### config.mk
export PLATFORM = sky130hd
export DESIGN_NAME = fp16_norm_round
export DESIGN_NICKNAME = d
export VERILOG_FILES = /design/src/rtl/fp16_pkg.sv /design/src/rtl/fp16_round_rne.sv /design/src/rtl/fp16_norm_round.sv
export SDC_FILE = /design/constraint.sdc
export NUM_CORES = 1
export LEC_CHECK = 0
export BUFFER_PORTS_ARGS = -buffer_cell sky130_fd_sc_hd__buf_2
export CAP_MARGIN = 40
export CORE_ASPECT_RATIO = 1.5
export CORE_MARGIN = 3
export CORE_UTILIZATION = 25
export DETAILED_ROUTE_END_ITERATION = 6
export PLACE_DENSITY = 0.44
export RECOVER_POWER = 25
export SYNTH_ARGS = -nofsm -noshare
export SYNTH_HDL_FRONTEND = slang
export SYNTH_SLANG_ARGS = --single-unit
### constraint.sdc
create_clock -name clk -period 4.8 [get_ports clk]
set_input_delay 0.24 -clock clk [delete_from_list [all_inputs] [get_ports clk]]
set_output_delay 0.24 -clock clk [all_outputs]
set_load 0.01 [all_outputs]
### src/rtl/fp16_pkg.sv
// Shared constants and FSM state type for the FP16 multiplier back end
// (normalise + round-to-nearest-even).
package fp16_pkg;

  localparam int          BIAS    = 15;
  localparam int          EXP_MAX = 31;
  localparam logic [15:0] QNAN    = 16'h7E00;
  localparam logic [15:0] PINF    = 16'h7C00;

  typedef enum logic [1:0] {
    IDLE,
    NORM,
    ROUND,
    DONE
  } state_t;

endpackage

### src/rtl/fp16_round_rne.sv
// Round-to-nearest-even increment of an 11-bit significand from its guard,
// round and sticky bits; carry flags overflow to 2^11.
module fp16_round_rne (
  input  logic [10:0] sig,
  input  logic        g,
  input  logic        r,
  input  logic        s,
  output logic [10:0] rounded_sig,
  output logic        carry
);

  logic inc;

  // Ties go to the even significand, hence the lsb term.
  assign inc = g & (r | s | sig[0]);
  assign {carry, rounded_sig} = {1'b0, sig} + {11'b0, inc};

endmodule

### src/rtl/fp16_norm_round.sv
// Normalises a raw 11x11 significand product and rounds it to binary16 (RNE),
// with a four-state IDLE/NORM/ROUND/DONE handshake FSM.
module fp16_norm_round
  import fp16_pkg::*;
(
  input  logic        clk,
  input  logic        rst_n,
  input  logic        in_valid,
  output logic        in_ready,
  input  logic        in_sign,
  input  logic [5:0]  in_exp_sum,
  input  logic [21:0] in_mant,
  input  logic        in_nan,
  input  logic        in_inf,
  input  logic        in_zero,
  output logic        out_valid,
  input  logic        out_ready,
  output logic [15:0] out_result,
  output logic [2:0]  out_flags
);

  localparam logic signed [7:0] EXP_MAX_S = 8'(EXP_MAX);

  state_t state;

  logic        cap_sign;
  logic [5:0]  cap_exp_sum;
  logic [21:0] cap_mant;
  logic        cap_nan;
  logic        cap_inf;
  logic        cap_zero;

  logic [10:0]       sig_q;
  logic              g_q;
  logic              r_q;
  logic              s_q;
  logic signed [7:0] e_q;

  logic [10:0]       norm_sig;
  logic              norm_g;
  logic              norm_r;
  logic              norm_s;
  logic signed [7:0] norm_e;

  logic [10:0]       rounded_sig;
  logic              carry;
  logic [9:0]        final_frac;
  logic signed [7:0] final_e;
  logic [15:0]       res;
  logic [2:0]        res_flags;

  // Product lies in [1,4): a set bit 21 means one extra position of shift and +1 on e.
  always_comb begin
    norm_sig = cap_mant[20:10];
    norm_g   = cap_mant[9];
    norm_r   = cap_mant[8];
    norm_s   = |cap_mant[7:0];
    if (cap_mant[21]) begin
      norm_sig = cap_mant[21:11];
      norm_g   = cap_mant[10];
      norm_r   = cap_mant[9];
      norm_s   = |cap_mant[8:0];
    end
    norm_e = {2'b00, cap_exp_sum} - 8'(BIAS) + {7'b0, cap_mant[21]};
  end

  fp16_round_rne u_round (
    .sig         (sig_q),
    .g           (g_q),
    .r           (r_q),
    .s           (s_q),
    .rounded_sig (rounded_sig),
    .carry       (carry)
  );

  // A rounding carry means the significand became 2^11: shift right, bump e.
  assign final_frac = carry ? rounded_sig[10:1] : rounded_sig[9:0];
  assign final_e    = e_q + {7'b0, carry};

  always_comb begin
    res       = {cap_sign, final_e[4:0], final_frac};
    res_flags = {2'b00, g_q | r_q | s_q};
    if (cap_nan) begin
      res       = QNAN;
      res_flags = 3'b000;
    end else if (cap_inf) begin
      res       = {cap_sign, PINF[14:0]};
      res_flags = 3'b000;
    end else if (cap_zero) begin
      res       = {cap_sign, 15'h0};
      res_flags = 3'b000;
    end else if (final_e >= EXP_MAX_S) begin
      res       = {cap_sign, PINF[14:0]};
      res_flags = 3'b101;
    end else if (final_e <= 8'sd0) begin
      res       = {cap_sign, 15'h0};
      res_flags = 3'b011;
    end
  end

  always_ff @(posedge clk or negedge rst_n) begin
    if (!rst_n) begin
      state       <= IDLE;
      in_ready    <= 1'b1;
      out_valid   <= 1'b0;
      out_result  <= 16'h0000;
      out_flags   <= 3'b000;
      cap_sign    <= 1'b0;
      cap_exp_sum <= '0;
      cap_mant    <= '0;
      cap_nan     <= 1'b0;
      cap_inf     <= 1'b0;
      cap_zero    <= 1'b0;
      sig_q       <= '0;
      g_q         <= 1'b0;
      r_q         <= 1'b0;
      s_q         <= 1'b0;
      e_q         <= '0;
    end else begin
      case (state)
        IDLE: begin
          if (in_valid) begin
            cap_sign    <= in_sign;
            cap_exp_sum <= in_exp_sum;
            cap_mant    <= in_mant;
            cap_nan     <= in_nan;
            cap_inf     <= in_inf;
            cap_zero    <= in_zero;
            in_ready    <= 1'b0;
            state       <= NORM;
          end
        end
        NORM: begin
          sig_q <= norm_sig;
          g_q   <= norm_g;
          r_q   <= norm_r;
          s_q   <= norm_s;
          e_q   <= norm_e;
          state <= ROUND;
        end
        ROUND: begin
          out_result <= res;
          out_flags  <= res_flags;
          out_valid  <= 1'b1;
          state      <= DONE;
        end
        DONE: begin
          if (out_ready) begin
            out_valid <= 1'b0;
            in_ready  <= 1'b1;
            state     <= IDLE;
          end
        end
        default: begin
          out_valid <= 1'b0;
          in_ready  <= 1'b1;
          state     <= IDLE;
        end
      endcase
    end
  end

endmodule
# ---- Yosys cells after proc, flatten, opt, wreduce, memory -nomap -nowiden
# Cells that the tools add are included.
dict set report totals {
  ff_bits 77
  output_inout_bits 21
}
dict set report classes {
  n_eq_ne 5
  n_lt_le_gt_ge 2
  muxes 23
  bitwise_logic 5
  add_sub_neg 4
  reduce_logical 9
}
# operator count
set ops {}
lappend ops {{15-bit two-way mux} 4}
lappend ops {{16-bit two-way mux} 1}
lappend ops {{11-bit by 1-bit adder with 12-bit output} 1}
lappend ops {{3-bit two-way mux} 4}
lappend ops {{11-bit two-way mux} 1}
lappend ops {{10-bit two-way mux} 1}
lappend ops {{9-bit OR reduction} 1}
lappend ops {{7-bit by 2-bit adder with 8-bit output} 1}
lappend ops {{8-bit by 1-bit adder with 8-bit output} 1}
lappend ops {{8-bit by 6-bit >= comparator with 1-bit output, second input constant} 1}
lappend ops {{8-bit by 1-bit less-or-equal comparator with 1-bit output, second input constant} 1}
lappend ops {{2-bit case mux with 4 select lines} 1}
lappend ops {{8-bit OR reduction} 1}
lappend ops {{6-bit by 4-bit subtractor with 7-bit output, second input constant} 1}
lappend ops {{1-bit two-way mux} 6}
lappend ops {{2-bit two-way mux} 3}
lappend ops {{2-bit AND reduction} 3}
lappend ops {{2-bit == test, second input constant} 2}
lappend ops {{2-bit inequality test, second input constant} 2}
lappend ops {{1-bit bitwise OR} 4}
lappend ops {{1-bit case mux with 2 select lines} 2}
lappend ops {{2-bit nonzero test} 2}
lappend ops {{3-bit AND reduction} 1}
lappend ops {{2-bit by 1-bit == test with 1-bit output, second input constant} 1}
lappend ops {{other kinds (2)} 2}

# ---- Longest topological paths before layout
dict set report depth {
  depth_word 11
  ltp_mapped 13
}

# ---- Cells and area by module
# From an unflattened synthesis, not the netlist that was laid out.
dict set report hier_totals {
  hier_cells 352
  hier_area_um2 4022.6
}
# mod instances cells_per_inst area_per_inst_um2
set modules_own_cells {}
lappend modules_own_cells {fp16_norm_round 1 321 3788.6}
lappend modules_own_cells {fp16_round_rne 1 31 234.0}

# ---- Worst setup path after synthesis
# Ideal clock, no wire load.
dict set report synth_path {
  path_kind {reg2reg}
  startpoint {reg sig_q[0]}
  endpoint {reg out_result[1]}
  path_stages_with_launch 14
  arrival_ns 2.833
  t_required_ns 4.699
  slack_ns 1.866
  cell_sequence {dfrtp_1 -> and4_1 -> and4_1 -> nand2_1 -> inv_1 -> ha_1 -> ha_1 -> clkbuf_1 -> and3_1 -> o2111ai_1 -> a211o_1 -> a21o_1 -> buf_6 -> o32ai_1}
}
dict set report synth_via {
  elab_chain_cells 10
  elab_cells_between_ends 12
}
# element line_no
set synth_lines {}
lappend synth_lines {{from (decl)} fp16_norm_round.sv:33} ;# logic [10:0] sig_q;
lappend synth_lines {{from (signal assigned)} fp16_norm_round.sv:134} ;# sig_q <= norm_sig;
lappend synth_lines {{1-bit bitwise OR} fp16_round_rne.sv:15} ;# assign inc = g & (r | s | sig[0]);
lappend synth_lines {{1-bit bitwise AND} fp16_round_rne.sv:15}
lappend synth_lines {{11-bit by 1-bit adder with 12-bit output *} fp16_round_rne.sv:16} ;# assign {carry, rounded_sig} = {1'b0, sig} + {11'b0, inc};
lappend synth_lines {{8-bit by 1-bit adder with 8-bit output} fp16_norm_round.sv:78} ;# assign final_e = e_q + {7'b0, carry};
lappend synth_lines {{8-bit by 1-bit less-or-equal comparator with 1-bit output} fp16_norm_round.sv:95} ;# end else if (final_e <= 8'sd0) begin
lappend synth_lines {{15-bit two-way mux} fp16_norm_round.sv:95}
lappend synth_lines {{15-bit two-way mux *} fp16_norm_round.sv:92} ;# end else if (final_e >= EXP_MAX_S) begin
lappend synth_lines {{15-bit two-way mux *} fp16_norm_round.sv:89} ;# end else if (cap_zero) begin
lappend synth_lines {{15-bit two-way mux *} fp16_norm_round.sv:86} ;# end else if (cap_inf) begin
lappend synth_lines {{16-bit two-way mux *} fp16_norm_round.sv:83} ;# if (cap_nan) begin
lappend synth_lines {{to (signal assigned)} fp16_norm_round.sv:142} ;# out_result <= res;
lappend synth_lines {{to (decl)} fp16_norm_round.sv:18} ;# output logic [15:0] out_result,
# Mark *: on every way between the ends. The rest lies on a longest branch, timed or not.
# A chain may end at the register's enable or synchronous reset.

# ---- Worst setup path after layout
dict set report layout_path {
  startpoint {reg sig_q[0]}
  endpoint {reg out_result[5]}
}
# Same word-level chain as after synthesis.

==> results_dict.tcl <==
set metrics [dict create \
    ctsResizeCount 0 \
    track_usage 0.110 \
    place_congestion 0.845 \
    cts_buffer_depth 2 \
    fin_setup_tns_ps 0 \
    grt_pass1_vias 2880 \
    drt_iter0_drc 92 \
    seq_area_um2 1930 \
    violations "max-capacitance violations, max-slew violations" \
    htreeDepth 3 \
    drc 0 \
    grt_overflow 0 \
    crit_type "flip-flop to flip-flop" \
    max_stage_delay_ps 400 \
    finClkSkew_ps 8.19 \
    fin_crit_ps 3310 \
    fp.dieArea_um2 17000 \
    core_um2 15100 \
    tightest_slew_ps 1800 \
    post-cts-setup-buffers 0 \
    synth.distinct_cells 53 \
    fmax_mhz 302 \
    synthesis.nets 401 \
    max-slew-margin-rel -0.198 \
    ir_worst_vdd_uv 206 \
    ys_seq_area_frac 0.499 \
    cp.buffers_inverters 1 \
    crit_family "compound AO/OA/AOI/OAI gates" \
    path_cells "and4_1 -> and4_1 -> nand2_1 -> inv_1 -> ha_1 -> ha_1 -> and3_1 -> o2111ai_1 -> a211o_1 -> a21o_1 -> o41ai_1" \
    layout_common_cells "dfrtp_1 (76), buf_2 (56), mux2_2 (37), nor2_1 (29), a21oi_1 (23)" \
    hold_class "primary input to flip-flop" \
    row_count 55 \
    swShare 0.368 \
    syn_to_final_growth_pct 21.3 \
    power_density_nw_per_um2 682 \
    cp_max_fo 11 \
    cts_num_sinks 77 \
    via_count 2808 \
    detailedRoute.firstPassIterationCount 4 \
    worstPathArrival_ps 3530 \
    clk-insertion-delay-late_ps 330 \
    die_width_um 108 \
    setup_viol 0 \
    synth_edf_count 0 \
    clock_power_share 0.229 \
    tritoncts "done" \
    route.detailed.wl_per_inst_um 14.4 \
    io-pin-count 57 \
    io_buffers 56 \
    synth_cells 355 \
    p_comb_frac 0.379 \
    syn-cell-area_um2 3870 \
    syn_area_per_cell_um2 10.9 \
    numCtsBuffers 9 \
    intPower_uw 2020 \
    rsz0062_at_grt "no" \
    pwr-share-seq 0.392 \
    drtAntennaViolNets 0 \
    cts_hold_buf 1 \
    path_clk_slew_ps 60 \
    crit_path_start_kind "flip-flop" \
    grt_first_pass_wirelength_mm 14.8 \
    r2r_slack_ps 1490 \
    multi_input_area_um2 1770 \
    status "complete, but fails checks" \
    final_common_cell "dfrtp_1" \
    maxCapViolCount 1 \
    ctsRootBufferMaster "clkbuf_16" \
    slew_viol_final 31 \
    antenna_cells 0 \
    place_area_um2 4360 \
    holdWs_ps 131 \
    fin_nets 456 \
    drive_above_1_share 0.294 \
    fillers 1631 \
    viasPerCell 4.57 \
    ys_seq_elements 77 \
    yosysWarnings 0 \
    leakage_uw 0.00205 \
    fin_area_um2 4690 \
    ys_async_sr_fraction 1.00 \
    final-hold-violation-count 0 \
    synth_flop_cell "dfrtp_1" \
    crit_path_end_kind "flip-flop" \
    dp_hpwl_mm 6.59 \
    start_util 0.255 \
    post-route-period-util 0.690 \
    antenna_found_initial 0 \
    switching_power_uw 1180 \
    slowest_stage "dfrtp_1" \
    routed_wl_mm 8.83 \
    die_y_um 158 \
    grt_start_max_net_pins 48 \
    cp.required_ps 5020 \
]
==> final timing paths <==
path                                  end  startpoint  cells past startpoint
setup / recovery            out_result[5]    sig_q[0]                     11
hold / removal                  out_valid   out_ready                      2
setup reg to reg            out_result[5]    sig_q[0]                     11
hold reg to reg            out_result[15]    cap_sign                      2
max in group asynchronous  cap_exp_sum[2]       rst_n                      2
min in group asynchronous   out_result[6]       rst_n                      2
==> cells in the mapped netlist (6+ instances only) <==
cell type  count  area share
ha_1          10       0.032
clkbuf_1       8      0.0078
a21oi_1       23       0.030
mux2i_1       15       0.039
mux2_2        37        0.11
inv_1         20       0.019
nor2_1        29       0.028
nand3_1       13       0.017
o22ai_1        6      0.0097
buf_1          6      0.0058
o21ai_0       12       0.016
xor2_1         7       0.016
dfrtp_1       76        0.49
xnor2_1        9       0.020
nor3_1        10       0.013
nand2_1       11       0.011
==> metal layers <==
| metal | wire length [um] | global-route usage | vias up |
|---|---|---|---|
| met5 | 0 | 0 | - |
| met4 | 165 | 0.0487 | 0 |
| met3 | 382 | 0.0256 | 11 |
| met2 | 4360 | 0.182 | 60 |
| met1 | 3920 | 0.137 | 1348 |
| li1 | - | - | 1389 |
==> power groups by stage <==
stage	clock network (uW)	logic, uW	registers (uW)
after floorplan	0	997	1160
after global placement	0	1210	1260
after detailed placement	0	1220	1280
after CTS	758	1230	1260
after global routing	784	1370	1320
final	733	1210	1250
==> sequential cells by signal, summed over array words and instances, names as in the netlist, 2 cells and up <==
name and flops:
out_result 16, cap_mant 22, state 2, sig_q 11
e_q 8, cap_exp_sum 6, out_flags 3
==> layout make-up <==
class	count	area share
inverters	20	0.0160
clock buffers	10	0.0509
clock inverters	6	0.0184
flip-flops and latches	77	0.411
multi-input cells	240	0.377
well taps	199	0.0531
repair buffers	62	0.0734
==> cell families after synthesis <==
logic type,share of synthesized area
xor+xnor,0.0362
buf+inv,0.0437
compound gates,0.124
fa+ha+maj,0.0324
mux,0.147
simple gates,0.118
flops,0.499
==> through the flow <==
step                 util  total power, uW  std cells  worst slack, ps
floorplan               -             2150        355             1870
global placement    0.286             2470        595             1640
detailed placement  0.288             2500        597             1490
CTS                 0.310             3260        614             1470
global route        0.310             3470        614             1190
finish              0.310             3200        614             1490
==> worst reg2reg max path: cells and delay by family (launching register included) <==
kind / cells / cell delay (ps)
AND/OR/NAND/NOR: 4 / 910
buffers and inverters: 1 / 130
flip-flops: 1 / 400
AO/OA/AOI/OAI: 4 / 1120
adder cells (fa/ha/maj): 2 / 640
(Power assumes the default switching activity.)
